`src/rtl/alu_exec_unit.sv`:
```
// Integer execute stage fed by the reservation station: decodes and computes one RV32I op per
// cycle and queues the results in a small FIFO that drains onto the CDB under valid/grant.
module alu_exec_unit #(
  parameter int ROB_W   = 4,
  parameter int Q_DEPTH = 4
) (
  input  logic             clk,
  input  logic             rst,
  input  logic             rdy,
  input  logic             rollback,
  input  logic             alu_en,
  input  logic [ROB_W-1:0] alu_rob_pos,
  input  logic [6:0]       alu_opcode,
  input  logic [2:0]       alu_funct3,
  input  logic             alu_funct7,
  input  logic [31:0]      alu_val1,
  input  logic [31:0]      alu_val2,
  input  logic [31:0]      alu_imm,
  input  logic [31:0]      alu_pc,
  output logic             alu_full,
  output logic             cdb_valid,
  output logic [ROB_W-1:0] cdb_rob_pos,
  output logic [31:0]      cdb_res,
  output logic             cdb_jump,
  output logic [31:0]      cdb_target,
  input  logic             cdb_grant
);

  localparam int PTR_W = (Q_DEPTH > 1) ? $clog2(Q_DEPTH) : 1;
  localparam int CNT_W = PTR_W + 1;

  localparam logic [6:0] OPC_OP     = 7'b0110011;
  localparam logic [6:0] OPC_OP_IMM = 7'b0010011;
  localparam logic [6:0] OPC_LUI    = 7'b0110111;
  localparam logic [6:0] OPC_AUIPC  = 7'b0010111;
  localparam logic [6:0] OPC_JAL    = 7'b1101111;
  localparam logic [6:0] OPC_JALR   = 7'b1100111;
  localparam logic [6:0] OPC_BRANCH = 7'b1100011;

  typedef struct packed {
    logic [ROB_W-1:0] rob;
    logic [31:0]      res;
    logic             jump;
    logic [31:0]      target;
  } entry_t;

  entry_t            mem_q [Q_DEPTH];
  entry_t            head_ent_q, head_ent_d;
  entry_t            new_ent;
  logic [PTR_W-1:0]  head_q, head_d, tail_q, tail_d, head_inc;
  logic [CNT_W-1:0]  count_q, count_d, count_after_pop;
  logic              valid_q, valid_d, full_q, full_d;
  logic              pop, push;

  logic [31:0] op2;
  logic [4:0]  shamt;
  logic        taken;

  // Decode and execute the incoming op.
  always_comb begin
    new_ent     = '0;
    new_ent.rob = alu_rob_pos;
    op2         = (alu_opcode == OPC_OP) ? alu_val2 : alu_imm;
    shamt       = op2[4:0];
    taken       = 1'b0;
    case (alu_opcode)
      OPC_OP, OPC_OP_IMM: begin
        case (alu_funct3)
          3'b000:  new_ent.res = (alu_opcode == OPC_OP && alu_funct7) ? alu_val1 - op2
                                                                      : alu_val1 + op2;
          3'b001:  new_ent.res = alu_val1 << shamt;
          3'b010:  new_ent.res = {31'b0, $signed(alu_val1) < $signed(op2)};
          3'b011:  new_ent.res = {31'b0, alu_val1 < op2};
          3'b100:  new_ent.res = alu_val1 ^ op2;
          3'b101:  new_ent.res = alu_funct7 ? $unsigned($signed(alu_val1) >>> shamt)
                                            : alu_val1 >> shamt;
          3'b110:  new_ent.res = alu_val1 | op2;
          default: new_ent.res = alu_val1 & op2;
        endcase
      end
      OPC_LUI:   new_ent.res = alu_imm;
      OPC_AUIPC: new_ent.res = alu_pc + alu_imm;
      OPC_JAL: begin
        new_ent.res    = alu_pc + 32'd4;
        new_ent.jump   = 1'b1;
        new_ent.target = alu_pc + alu_imm;
      end
      OPC_JALR: begin
        new_ent.res    = alu_pc + 32'd4;
        new_ent.jump   = 1'b1;
        new_ent.target = (alu_val1 + alu_imm) & ~32'd1;
      end
      OPC_BRANCH: begin
        case (alu_funct3)
          3'b000:  taken = (alu_val1 == alu_val2);
          3'b001:  taken = (alu_val1 != alu_val2);
          3'b100:  taken = ($signed(alu_val1) <  $signed(alu_val2));
          3'b101:  taken = ($signed(alu_val1) >= $signed(alu_val2));
          3'b110:  taken = (alu_val1 <  alu_val2);
          3'b111:  taken = (alu_val1 >= alu_val2);
          default: taken = 1'b0;
        endcase
        new_ent.jump   = taken;
        new_ent.target = taken ? alu_pc + alu_imm : alu_pc + 32'd4;
      end
      default: ;
    endcase
  end

  // FIFO control; the head entry is kept in its own register so the CDB sees a registered copy.
  always_comb begin
    pop             = rdy & ~rollback & valid_q & cdb_grant;
    push            = rdy & ~rollback & alu_en & ((count_q != CNT_W'(Q_DEPTH)) | pop);
    head_inc        = head_q + PTR_W'(1);
    count_after_pop = count_q - CNT_W'(pop);
    head_d          = pop  ? head_inc : head_q;
    tail_d          = push ? tail_q + PTR_W'(1) : tail_q;
    count_d         = count_after_pop + CNT_W'(push);
    head_ent_d      = head_ent_q;
    if (push && count_after_pop == '0) begin
      head_ent_d = new_ent;
    end else if (pop) begin
      head_ent_d = mem_q[head_inc];
    end
    if (rdy && rollback) begin
      head_d  = '0;
      tail_d  = '0;
      count_d = '0;
    end
    valid_d = (count_d != '0);
    full_d  = (count_d >= CNT_W'(Q_DEPTH - 1));
  end

  always_ff @(posedge clk) begin
    if (!rst) begin
      head_q     <= '0;
      tail_q     <= '0;
      count_q    <= '0;
      valid_q    <= 1'b0;
      full_q     <= 1'b0;
      head_ent_q <= '0;
    end else if (rdy) begin
      head_q     <= head_d;
      tail_q     <= tail_d;
      count_q    <= count_d;
      valid_q    <= valid_d;
      full_q     <= full_d;
      head_ent_q <= head_ent_d;
    end
  end

  always_ff @(posedge clk) begin
    if (rst && push) begin
      mem_q[tail_q] <= new_ent;
    end
  end

  // The RS honours alu_full, so a push into a full FIFO without a pop is a protocol error.
  always_ff @(posedge clk) begin
    if (rst && rdy && !rollback && alu_en && count_q == CNT_W'(Q_DEPTH) && !pop) begin
      assert (1'b0) else $error("alu_exec_unit: dispatch into full result FIFO dropped");
    end
  end

  assign alu_full    = full_q;
  assign cdb_valid   = valid_q;
  assign cdb_rob_pos = head_ent_q.rob;
  assign cdb_res     = head_ent_q.res;
  assign cdb_jump    = head_ent_q.jump;
  assign cdb_target  = head_ent_q.target;

endmodule

```
`config.mk`:
```
export PLATFORM = sky130hd
export DESIGN_NAME = alu_exec_unit
export DESIGN_NICKNAME = d
export VERILOG_FILES = /design/src/rtl/alu_exec_unit.sv
export SDC_FILE = /design/constraint.sdc
export NUM_CORES = 1
export LEC_CHECK = 0
export BUFFER_PORTS_ARGS = -buffer_cell sky130_fd_sc_hd__clkbuf_2
export CORE_AREA = 2 2 251 253
export DETAILED_ROUTE_END_ITERATION = 8
export DIE_AREA = 0 0 253 255
export GPL_TIMING_DRIVEN = 0
export HOLD_SLACK_MARGIN = 0.12
export PLACE_DENSITY = 0.7
export RECOVER_POWER = 100
export SYNTH_ARGS = -nofsm -noshare
export SYNTH_HDL_FRONTEND = slang
export SYNTH_SLANG_ARGS = --single-unit
```
`constraint.sdc`:
```
create_clock -name clk -period 7.5 [get_ports clk]
set_clock_uncertainty 0.15 [all_clocks]
set_input_delay 1.125 -clock clk [delete_from_list [all_inputs] [get_ports clk]]
set_output_delay 1.125 -clock clk [all_outputs]
set_load 0.02 [all_outputs]
```
### Word level (Yosys, flattened, before mapping)

Memory sizes are Yosys's and may differ from the RTL's.
Index checks and enable logic that the tools add are counted.

| operators by class | value |
|---|---|
| add/sub/neg operators | 9 |
| magnitude comparators | 7 |
| equal/unequal tests | 17 |
| shift-type cells | 3 |
| muxes and demuxes | 18 |
| bitwise gates (word level) | 10 |
| reductions and logical operators | 15 |

Operator list:

| cell | count |
|---|---|
| one-hot mux 32 bit (7 select lines) | 1 |
| two-way mux 69 bit | 2 |
| < comparator 32 bit | 4 |
| two-way mux 32 bit | 4 |
| one-hot mux 32 bit (4 select lines) | 1 |
| one-hot mux 33 bit (3 select lines) | 1 |
| adder 32 bit | 3 |
| >= comparator 32 bit | 2 |
| adder 32 x 3 -> 32 bit, second input constant | 1 |
| AND 32 bit | 1 |
| equality test 32 bit | 1 |
| != test 32 bit | 1 |
| OR 32 bit | 1 |
| left shift 32 x 5 -> 32 bit | 1 |
| right shift 32 x 5 -> 32 bit | 1 |
| >>> shifter 32 x 5 -> 32 bit | 1 |
| subtractor 32 bit | 1 |
| bitwise XOR 32 bit | 1 |
| equality test 7 bit, second input constant | 3 |
| equality test 7 x 5 -> 1 bit, second input constant | 2 |
| equality test 7 x 6 -> 1 bit, second input constant | 2 |
| equality test 3 bit, second input constant | 4 |
| two-way mux 2 bit | 4 |
| equality test 3 x 2 -> 1 bit, second input constant | 2 |
| other kinds (18) | 34 |

| word-level totals | value |
|---|---|
| bits in registers | 78 |
| bits in writable memories | 276 |
| output and inout port bits | 71 |
| logic and storage cells | 89 |
| memories | 1 |

Memory list:

| name | depth | width | read ports | clocked after memory_dff | wr ports | line | RTL |
|---|---|---|---|---|---|---|---|
| mem_q | 4 | 69 | 1 | 0 | 1 | 47 | `entry_t mem_q [Q_DEPTH];` |

### Depth between registers and ports, before layout

| logic depth | value |
|---|---|
| depth after elaboration | 9 |
| depth in mapped cells | 22 |
| gate-level depth less buffers | 16 |

### Least setup slack after synthesis

OpenSTA, ideal clock, no wires.

| path | value |
|---|---|
| path kind | input port to flip-flop |
| start | in alu_opcode[3] |
| end | mem mem_q[0][62] (netlist name), data pin |
| library setup time | 0.269 ns |
| arrival time | 5.457 ns |
| data required time | 7.081 ns |
| setup slack | 1.624 ns |
| cell stages on the path | 22 |
| path buffers | 7 |
| cell sequence | buf_2 nand4bb_4 buf_2 nor3_1 a21oi_2 inv_2 buf_2 buf_2 buf_2 buf_2 ha_1 clkbuf_1 o21ai_0 a31oi_1 a211oi_1 o31a_1 o21bai_1 or4b_2 a32oi_1 o21ai_0 mux2i_1 nand2_1 |

RTL lines:

| what | line | RTL |
|---|---|---|
| start, declared | 13 | `input logic [6:0] alu_opcode,` |
| end, declared | 47 |  |

==> flow_metrics.tcl <==
set metrics [dict create \
    synth.avg_cell_area_sq_um 8.755 \
    p_leak_nw 13.01 \
    synth-seq-area-share_pct 32.03 \
    power_density_nw_per_um2 166.2 \
    syn-num-nets 3857 \
    timing.hold.ws_ns 0.3335 \
    cts-root-buf "clkbuf_16" \
    switching_share_pct 35.56 \
    clk-insertion-delay-late_ns 0.58 \
    die-area_sq_um 64520 \
    run_status "finished, violations left" \
    final_cell_area_sq_um 34020 \
    routed-via-count 33460 \
    synth_area_sq_um 30750 \
    fp.dieW_microns 253 \
    netlist.area_leader.share_pct 26.96 \
    ir_worst_vdd_mv 0.1895 \
    yosys.area.top_type "edfxtp_1" \
    fin_crit_sh_pct 102.1 \
    synth_edf_count 276 \
    final_common_cell "nand2_1" \
    syn_inst 3512 \
    fmax_mhz 130.6 \
    final_nets 4121 \
    ys_warn_count 0 \
    path_max_fanout 10 \
    path_class "primary input to flip-flop" \
    rows 92 \
    ys.flop_type "edfxtp_1" \
    p_seq_share_pct 37.9 \
    pwr-share-clk_pct 31.5 \
    ctsHoldBuffers 0 \
    clock_path_buffers 3 \
    cts_sinks 354 \
    wl_per_cell_microns 35.73 \
    fp.dieH_microns 255 \
    port_buffers 214 \
    drive_gt1_share_pct 9.884 \
    viasPerCell 7.255 \
    area_growth_pct 10.65 \
    grt_pass1_vias 31060 \
    io_pins 220 \
    synthArstFlopShare_pct 0 \
    cap_violations 14 \
    start_util_pct 49.46 \
    setup_violations 28 \
    min_period_ns 7.659 \
    dr.pass1.iters 6 \
    gp_congestion 1.142 \
    violations "max-capacitance violations, max-slew violations, negative setup slack" \
    wl_microns 164700 \
    grt_start_max_net_pins 41 \
    p_int_w 0.003644 \
    worst_slew_pin_slew_ns 2.745 \
    end_kind "flip-flop" \
    place_area_sq_um 33010 \
    worstHoldPathType "flip-flop to flip-flop" \
    max-slew-margin-rel_pct -82.98 \
    pre_cts_ws_ns -0.9966 \
    combPwrFrac_pct 30.5 \
    dpl.hpwl_microns 128500 \
    rsz0062_at_grt "false" \
    grt_pass1_wl_microns 227700 \
    setup_slack_ns -0.1585 \
    netlist-cell-type-count 97 \
    reg2reg_slack_ns 1.55 \
    ys_seq_elements 354 \
    drt-initial-drc-count 4758 \
    finalHoldViolCount 0 \
    cts_tree "done" \
    ant_nets 0 \
    synthTopCellsByArea "edfxtp_1 27%, ha_1 7.9%, mux4_2 5.6%" \
    numCtsBuffers 37 \
    drv_slew 316 \
    grt_usage_pct 50.01 \
    layout_common_cells "439 x nand2_1, 276 x edfxtp_1, 258 x clkbuf_1" \
    antenna_found_initial 13 \
    globalRouteOverflowTotal 0 \
    arrival_ns 7.72 \
    core_sq_um 62160 \
    clkTransAtPathRegs_ns 0.06 \
    drc 0 \
    crit_required_ns 7.56 \
    start_kind "primary input" \
    switching_power_w 0.002011 \
    h-tree-depth 2 \
]
==> worst max-delay path: stages <==
cell and delay (ns):
clkbuf_1 1.01, ha_1 0.43, nand4_1 0.17, nor3_1 1.07, nand4_1 0.85, nor3b_1 0.38
a221o_1 0.34, a31oi_1 0.84, buf_6 0.29, buf_6 0.21, mux2i_1 0.11, o21ai_0 0.86
==> cell type report <==
| cell class | instances | area [sq um] |
|---|---|---|
| Buffer | 229 | 955.9 |
| Clock inverter | 15 | 157.7 |
| Inverter | 160 | 600.6 |
| Clock buffer | 52 | 1012 |
| Sequential cell | 354 | 9849 |
| Fill cell | 6011 | 28140 |
| Antenna cell | 8 | 20.02 |
| Multi-Input combinational cell | 2767 | 19360 |
| Timing Repair Buffer | 227 | 1061 |
| Tap cell | 799 | 999.7 |
==> sequential cells by signal, summed over array words and instances (netlist names) <==
signal	count
cdb_target	32
mem_q	276
cdb_valid	1
cdb_res	32
tail_q	2
cdb_jump	1
count_q	3
cdb_rob_pos	4
head_q	2
alu_full	1
==> final timing paths <==
| path | depth (start not counted) | from | endpoint |
|---|---|---|---|
| hold / removal | 2 | cdb_rob_pos[2] | cdb_rob_pos[2] |
| hold reg to reg | 2 | cdb_rob_pos[2] | cdb_rob_pos[2] |
| setup reg to reg | 6 | cdb_valid | mem_q[2][2] |
| setup / recovery | 12 | alu_val1[31] | mem_q[3][20] |
==> cells in the mapped netlist (all sizes together), types with 24 or more instances <==
cell / count
o22ai: 27
a21o: 79
a22oi: 35
edfxtp: 276
o21ai: 197
nand4: 30
a21oi: 250
nor2: 222
mux2i: 73
and3: 25
o211a: 40
nand3: 186
mux4: 77
xnor2: 74
dfxtp: 78
ha: 193
nor3: 66
nand2b: 47
xor2: 44
a211oi: 75
a21boi: 29
o211ai: 63
a31oi: 64
and2: 24
buf: 66
clkbuf: 165
a311oi: 31
nand2: 439
nor4: 25
inv: 158
==> power by group through the flow <==
stage	clock (W)	combinational, W	sequential, W
floorplan	0	0.000970	0.00221
global placement	0	0.00161	0.00219
detailed placement	0	0.00161	0.00219
CTS	0.00179	0.00162	0.00214
global route	0.00186	0.00179	0.00215
finish	0.00178	0.00173	0.00215
==> per-layer routing <==
metal | vias up | global-route usage (%) | share of wire [%]
li1 | 13940 | - | -
met1 | 15900 | 56.83 | 34
met2 | 2705 | 74.88 | 42
met3 | 905 | 16.15 | 12
met4 | 6 | 46.19 | 11
met5 | - | 0.3008 | 0.024
==> cells by family (layout without fill, tap and decap cells) <==
kind of cell	count (synthesis)	count (layout)	synth area share (%)
AO/OA/AOI/OAI	1149	1149	25.73
XOR/XNOR	118	118	3.361
adder cells (fa/ha/maj)	196	196	8.049
buffers and inverters	391	683	5.046
flip-flops	354	354	32.03
multiplexers	168	168	8.676
other	0	8	0
AND/OR/NAND/NOR	1136	1136	17.10
==> through the flow <==
stage          instances  TNS (ns)  power, W  utilization [%]
2_1_floorplan       3512         0  0.003176                -
3_3_place_gp        4525    -59.07  0.003799            52.80
3_5_place_dp        4533    -43.56  0.003797            53.10
4_1_cts             4599         0  0.005556            55.00
5_1_grt             4605         0  0.005792            54.71
6_report            4611    -2.686  0.005655            54.73
==> what timing repair did <==
| item | CTS | global route |
|---|---|---|
| setup buffers | 0 | 2 |
| setup endpoints to repair | 33 | 70 |
| gates resized for setup | 4 | 14 |
| pin swaps | 0 | 1 |
No activity file was read; power rests on OpenSTA's default activity.
